### config.mk
export PLATFORM = sky130hd
export DESIGN_NAME = rst_scoreboard
export DESIGN_NICKNAME = d
export VERILOG_FILES = /design/src/rtl/datapath_pkg.sv /design/src/rtl/rst_lookup_port.sv /design/src/rtl/rst_scoreboard.sv
export SDC_FILE = /design/constraint.sdc
export NUM_CORES = 1
export LEC_CHECK = 0
export CORE_ASPECT_RATIO = 1.2
export CORE_MARGIN = 4
export CORE_UTILIZATION = 27
export CTS_CLUSTER_SIZE = 30
export DETAILED_ROUTE_END_ITERATION = 8
export PLACE_DENSITY = 0.51
export SLEW_MARGIN = 0
export SYNTH_ARGS = -nofsm -noshare
export SYNTH_HDL_FRONTEND = slang
export SYNTH_SLANG_ARGS = --single-unit
### constraint.sdc
create_clock -name CLK -period 5.3 [get_ports CLK]
set_input_delay 0.53 -clock CLK [delete_from_list [all_inputs] [get_ports CLK]]
set_output_delay 0.53 -clock CLK [all_outputs]
set_load 0.02 [all_outputs]
### src/rtl/datapath_pkg.sv
// Shared dispatch-stage datapath types and register status table sizing.
// Row layout matches the default two-bit functional-unit tag.
package datapath_pkg;

    typedef struct packed {
        logic [1:0] tag;
        logic       busy;
        logic       spec;
    } rst_row_t;

    localparam int RST_S_NREGS = 32;
    localparam int RST_M_NREGS = 16;

endpackage

### src/rtl/rst_lookup_port.sv
// One operand lookup: read mux over the status rows plus the writeback bypass compare.
// Latency: combinational. Backpressure: none; the port always answers.
// Configuration: no build options.
module rst_lookup_port #(
    parameter int NREGS  = 32,
    parameter int TAG_W  = 2,
    parameter int NWB    = 2,
    parameter int RIDX_W = 5
) (
    input  logic [RIDX_W-1:0]           i_idx,
    input  logic [NREGS-1:0]            i_busy,
    input  logic [NREGS-1:0][TAG_W-1:0] i_tag,
    input  logic [NWB-1:0]              i_wb_en,
    input  logic [NWB*RIDX_W-1:0]       i_wb_rd,
    input  logic [NWB*TAG_W-1:0]        i_wb_tag,
    output logic                        o_busy,
    output logic [TAG_W-1:0]            o_tag
);

    logic [TAG_W-1:0] w_tag;
    logic             w_hit;

    assign w_tag = i_tag[i_idx];

    always_comb begin
        w_hit = 1'b0;
        for (int k = 0; k < NWB; k++) begin
            if (i_wb_en[k] && (i_wb_rd[k*RIDX_W +: RIDX_W] == i_idx) &&
                (i_wb_tag[k*TAG_W +: TAG_W] == w_tag))
                w_hit = 1'b1;
        end
    end

    assign o_busy = i_busy[i_idx] & ~w_hit;
    assign o_tag  = w_tag;

endmodule

### src/rtl/rst_scoreboard.sv
// Register status table: per-register busy/tag/spec with N lookups, M writeback clears, branch commit/squash.
// Latency: lookups and disp_ready combinational; row state updates on the next CLK edge.
// Backpressure: disp_ready drops on a WAW hazard (or a mispredict); speculation tracking only when RST_SPEC_EN is defined.
module rst_scoreboard
    import datapath_pkg::*;
#(
    parameter int NREGS    = RST_S_NREGS,
    parameter int TAG_W    = 2,
    parameter int NRD      = 2,
    parameter int NWB      = 2,
    parameter int ZERO_REG = 1,
    localparam int RIDX_W  = $clog2(NREGS)
) (
    input  logic                    CLK,
    input  logic                    nRST,
    input  logic                    disp_en,
    input  logic [RIDX_W-1:0]       disp_rd,
    input  logic [TAG_W-1:0]        disp_tag,
    input  logic                    disp_spec,
    output logic                    disp_ready,
    input  logic [NRD*RIDX_W-1:0]   rd_idx,
    output logic [NRD-1:0]          rd_busy,
    output logic [NRD*TAG_W-1:0]    rd_tag,
    input  logic [NWB-1:0]          wb_en,
    input  logic [NWB*RIDX_W-1:0]   wb_rd,
    input  logic [NWB*TAG_W-1:0]    wb_tag,
    input  logic                    br_resolved,
    input  logic                    br_miss,
    output logic [NREGS-1:0]        busy_vec,
    output logic [RIDX_W:0]         spec_count,
    output logic                    wb_err
);

    localparam int CNT_W = RIDX_W + 1;

    logic [NREGS-1:0]            r_busy;
    logic [NREGS-1:0][TAG_W-1:0] r_tag;
    logic                        r_wb_err;
    logic [NREGS-1:0]            w_wb_clr;
    logic                        w_wb_miss;
    logic                        w_zero_dst;
    logic                        w_disp_busy;
    logic                        w_disp_we;
    logic [NREGS-1:0]            w_busy_nxt;
    logic [NREGS-1:0][TAG_W-1:0] w_tag_nxt;

    // Matches are judged against registered state, so two ports hitting one row both count as hits.
    always_comb begin
        w_wb_clr  = '0;
        w_wb_miss = 1'b0;
        for (int k = 0; k < NWB; k++) begin
            if (wb_en[k]) begin
                if (r_busy[wb_rd[k*RIDX_W +: RIDX_W]] &&
                    (r_tag[wb_rd[k*RIDX_W +: RIDX_W]] == wb_tag[k*TAG_W +: TAG_W]))
                    w_wb_clr[wb_rd[k*RIDX_W +: RIDX_W]] = 1'b1;
                else
                    w_wb_miss = 1'b1;
            end
        end
    end

    assign w_zero_dst  = (ZERO_REG != 0) && (disp_rd == '0);
    assign w_disp_busy = r_busy[disp_rd] & ~w_wb_clr[disp_rd];
`ifdef RST_SPEC_EN
    assign disp_ready  = nRST & ~br_miss & ~w_disp_busy;
`else
    assign disp_ready  = nRST & ~w_disp_busy;
`endif
    assign w_disp_we   = disp_en & disp_ready & ~w_zero_dst;

`ifdef RST_SPEC_EN
    logic [NREGS-1:0] r_spec;
    logic [NREGS-1:0] w_spec_nxt;
    logic [CNT_W-1:0] r_spec_count;
    logic [CNT_W-1:0] w_spec_clr_cnt;
    logic [CNT_W-1:0] w_cnt_nxt;
`endif

    // Later assignments override earlier ones: squash > dispatch > writeback > resolve.
    always_comb begin
        w_busy_nxt = r_busy & ~w_wb_clr;
        w_tag_nxt  = r_tag;
`ifdef RST_SPEC_EN
        w_spec_nxt = br_resolved ? '0 : (r_spec & ~w_wb_clr);
`endif
        if (w_disp_we) begin
            w_busy_nxt[disp_rd] = 1'b1;
            w_tag_nxt[disp_rd]  = disp_tag;
`ifdef RST_SPEC_EN
            w_spec_nxt[disp_rd] = disp_spec & ~br_resolved;
`endif
        end
`ifdef RST_SPEC_EN
        if (br_miss) begin
            w_busy_nxt = w_busy_nxt & ~r_spec;
            w_spec_nxt = '0;
        end
`endif
    end

    always_ff @(posedge CLK or negedge nRST) begin
        if (!nRST) begin
            r_busy   <= '0;
            r_tag    <= '0;
            r_wb_err <= 1'b0;
        end else begin
            r_busy   <= w_busy_nxt;
            r_tag    <= w_tag_nxt;
            r_wb_err <= r_wb_err | w_wb_miss;
        end
    end

`ifdef RST_SPEC_EN
    always_comb begin
        w_spec_clr_cnt = '0;
        for (int r = 0; r < NREGS; r++)
            w_spec_clr_cnt = w_spec_clr_cnt + CNT_W'(w_wb_clr[r] & r_spec[r]);
        w_cnt_nxt = r_spec_count + CNT_W'(w_disp_we & disp_spec) - w_spec_clr_cnt;
        if (br_miss || br_resolved)
            w_cnt_nxt = '0;
    end

    always_ff @(posedge CLK or negedge nRST) begin
        if (!nRST) begin
            r_spec       <= '0;
            r_spec_count <= '0;
        end else begin
            r_spec       <= w_spec_nxt;
            r_spec_count <= w_cnt_nxt;
        end
    end

    assign spec_count = r_spec_count;
`else
    logic w_unused_spec;
    assign w_unused_spec = &{1'b0, disp_spec, br_resolved, br_miss};
    assign spec_count    = '0;
`endif

    for (genvar g = 0; g < NRD; g++) begin : g_rd
        rst_lookup_port #(
            .NREGS  (NREGS),
            .TAG_W  (TAG_W),
            .NWB    (NWB),
            .RIDX_W (RIDX_W)
        ) u_port (
            .i_idx    (rd_idx[g*RIDX_W +: RIDX_W]),
            .i_busy   (r_busy),
            .i_tag    (r_tag),
            .i_wb_en  (wb_en),
            .i_wb_rd  (wb_rd),
            .i_wb_tag (wb_tag),
            .o_busy   (rd_busy[g]),
            .o_tag    (rd_tag[g*TAG_W +: TAG_W])
        );
    end

    assign busy_vec = r_busy;
    assign wb_err   = r_wb_err;

endmodule

==> out/results.txt <==
largest net degree at the start of global routing: 56
Slew @ Worst Pin: 1.183 ns
leakage: 4.499 nW
min-delay worst type: in -> async
Synth Cell Area: 9269 µm²
Initial Utilization: 27.28%
fmax: 203.1 MHz
clock latency at the later pin of the worst-skew pair: 0.38 ns
Crit-path slowest cell: clkdlybuf4s50_1
WS Path Type: in -> reg
HPWL Detailed: 30520 µm
Final setup violation count: 0
Worst Skew: 0.01773 ns
Post-synth EDFFs: 0
Worst Setup EP: r_tag[3]
GR Util All Layers: 21.34%
Detailed Routing Iterations Pass 1: 6
CP Cell Sequence: clkdlybuf4s50_1 > buf_4 > buf_4 > nand2_1 > o311a_1 > nand4_1 > xor2_2 > nor2_4 > and4_1 > or3_1 > a222oi_1 > buf_4 > o21bai_4 > buf_4 > buf_4 > o211ai_2 > mux2_1
cts hold-fix bufs: 0
P per Cell Area: 255.6 nW/µm²
DR vias/cell: 6.054
Design Power: 0.002852 W
crit path from: wb_rd[0]
Crit path arrival time: 5.18 ns
critical path's top delay family: buffers and inverters
Synth Warn #: 0
Worst setup SP type: input pin
crit-path max FO: 19
status: completed
Post-Route Setup TNS: 0 ns
CTS H-tree lvls: 3
worst rel slew slack: 20.87%
Synth Register Bits: 97
WL met2: 18710 µm
post-CTS setup buffers: 0
Post-Syn Instances: 844
share of cells above drive strength 1: 27.87%
CORE AREA: 33980 µm²
# rows: 74
Buf+Inv Stages, Crit Path: 6
CTS Root Cell: clkbuf_16
IO buf count: 75
syn_area_per_cell: 10.98 µm²
Clock Tree Buf Depth: 2
vias in the first global route: 8240
CP required: 5.56 ns
worst reg2reg path startpoint: r_tag[59]
final worst-path cycle share: 92.89%
register area share after synthesis: 26.19%
Die X: 177.1 µm
DRT Wirelength: 40310 µm
CP peak stage delay: 0.52 ns
Antenna diodes: 0
Worst R2R End: r_tag[3]
Crit. path cell count: 17
CTS sink cnt: 97
I/O pin cnt: 85
initial antenna violation count: 0
global-route wire length before repair: 58630 µm
drc violations: 0
global route total overflow: 0
DRT iter0 DRCs: 1128
post-route ant nets: 0
worst reg-to-reg setup slack: 0.70 ns
Area growth syn-to-layout: 20.37%
RSZ-0062 raised after global routing: no
Peak supply drop: 143.7 µV
wire length on met1: 15710 µm
library cells used by synthesis: 83
CTS tree: built
gp weighted congestion: 1.008
routed wl met3: 3132 µm
Final Hold Fails: 0
Die H: 211.0 µm
DR vias: 8452
WL per Instance: 28.88 µm
top sig layer: met4
CP dominant cell by count: buf_4
CP endpoint kind: register
R2R cell count: 15
Most used DFF post-synth: dfrtp_1
post-route minimum period: 4.923 ns
number of fill cells: 3464
CTS resizes: 0
Max Cap Violations: 0
Async S/R FF share, synth: 100.0%
die area: 37370 µm²
Reg clk slew, reported paths: 0.09 ns
CTS buffer count: 9
Final nets: 974
Max Slew Vio Count: 0
[cells in the mapped netlist (all sizes together), types with 8 or more instances]
cell | n | area share (%)
dfrtp | 97 | 26
mux2 | 78 | 9.5
mux4 | 78 | 19
mux2i | 67 | 7.2
buf | 53 | 3.9
nand2 | 46 | 1.9
clkbuf | 33 | 1.3
nor2 | 31 | 1.3
o21ai | 28 | 1.6
nand3 | 26 | 1.4
o221ai | 25 | 2.4
o211ai | 24 | 2.9
nor3 | 22 | 1.2
inv | 18 | 0.73
xor2 | 17 | 1.7
o2111ai | 16 | 2.6
a22oi | 15 | 1.3
nor2b | 13 | 0.88
o22ai | 12 | 0.81
xnor2 | 12 | 1.1
nand3b | 11 | 0.89
and2 | 8 | 0.54
nor4 | 8 | 0.61
or3b | 8 | 0.76
[state kept, by name, summed over array words and instances, names as in the netlist]
| signal | cells |
|---|---|
| busy_vec | 32 |
| wb_err | 1 |
| r_tag | 64 |
[cells in the final DEF, fill, tap and decap left out, types with 16 or more instances in the layout]
master and count:
dfrtp_1 97, buf_4 78, mux4_2 77, clkdlybuf4s50_1 69
mux2i_1 67, mux2_1 50, nand2_1 46, nor2_1 30
mux2_2 28, nand3_1 26, o21ai_0 26, o221ai_1 25
nor3_1 22, inv_1 18, o211ai_2 17, xor2_1 16
[layout make-up]
type                       instances  area (µm²)  share of cell area (%)
multi-input combinational        648        6316                   56.61
inverter                          18       67.56                  0.6056
tap                              456       570.5                   5.114
clock inverter                     6       57.56                  0.5159
timing repair buffer             161        1489                   13.35
sequential                        97        2427                   21.76
clock buffer                      10       229.0                   2.052
[stage by stage]
stage | hold slack, ns | cell area (µm²) | setup WS [ns] | utilization (%) | std cells
2_1_floorplan | 0.2344 | 9288 | 1.152 | - | 849
3_3_place_gp | 0.4506 | 10860 | 0.04850 | 31.95 | 1380
3_5_place_dp | 0.4660 | 10860 | 0.04415 | 31.95 | 1380
4_1_cts | 0.2648 | 11140 | 0.1300 | 32.79 | 1396
5_1_grt | 0.2941 | 11160 | 0.3026 | 32.83 | 1396
6_report | 0.2415 | 11160 | 0.3769 | 32.83 | 1396
[report_power, final]
group / switching [W] / internal [W] / leakage (nW) / total (W)
clock network: 0.000346 / 0.000330 / 0.141 / 0.000677
logic: 0.000583 / 0.000539 / 3.10 / 0.00112
registers: 0.000206 / 0.000846 / 1.26 / 0.00105
[layer usage]
metal	up-vias	track usage (%)
met2	515	33.30
met4	0	12.92
li1	3517	-
met3	114	2.882
met1	4306	28.21
met5	-	0
[how the worst min path moves through the flow]
stage	depth (start not counted)	from	slack [ns]	to
final	1	nRST	0.24	r_tag[18]
after global routing	1	nRST	0.29	r_tag[22]
after detailed placement	0	r_tag[1]	0.47	r_tag[1]
after CTS	1	nRST	0.26	r_tag[22]
after floorplan	0	nRST	0.23	busy_vec[0]
after global placement	0	r_tag[1]	0.45	r_tag[1]
[cells by family after synthesis]
logic type,Yosys count,share of synthesized area [%]
buffers and inverters,104,5.993
DFF,97,26.19
muxes,223,35.70
AOI/OAI and AO/OA,172,16.44
and+or+nand+nor,218,12.81
xor gates and xnor gates,29,2.821
other,1,0.04046
Note: power is estimated with default switching activity, not from simulation.
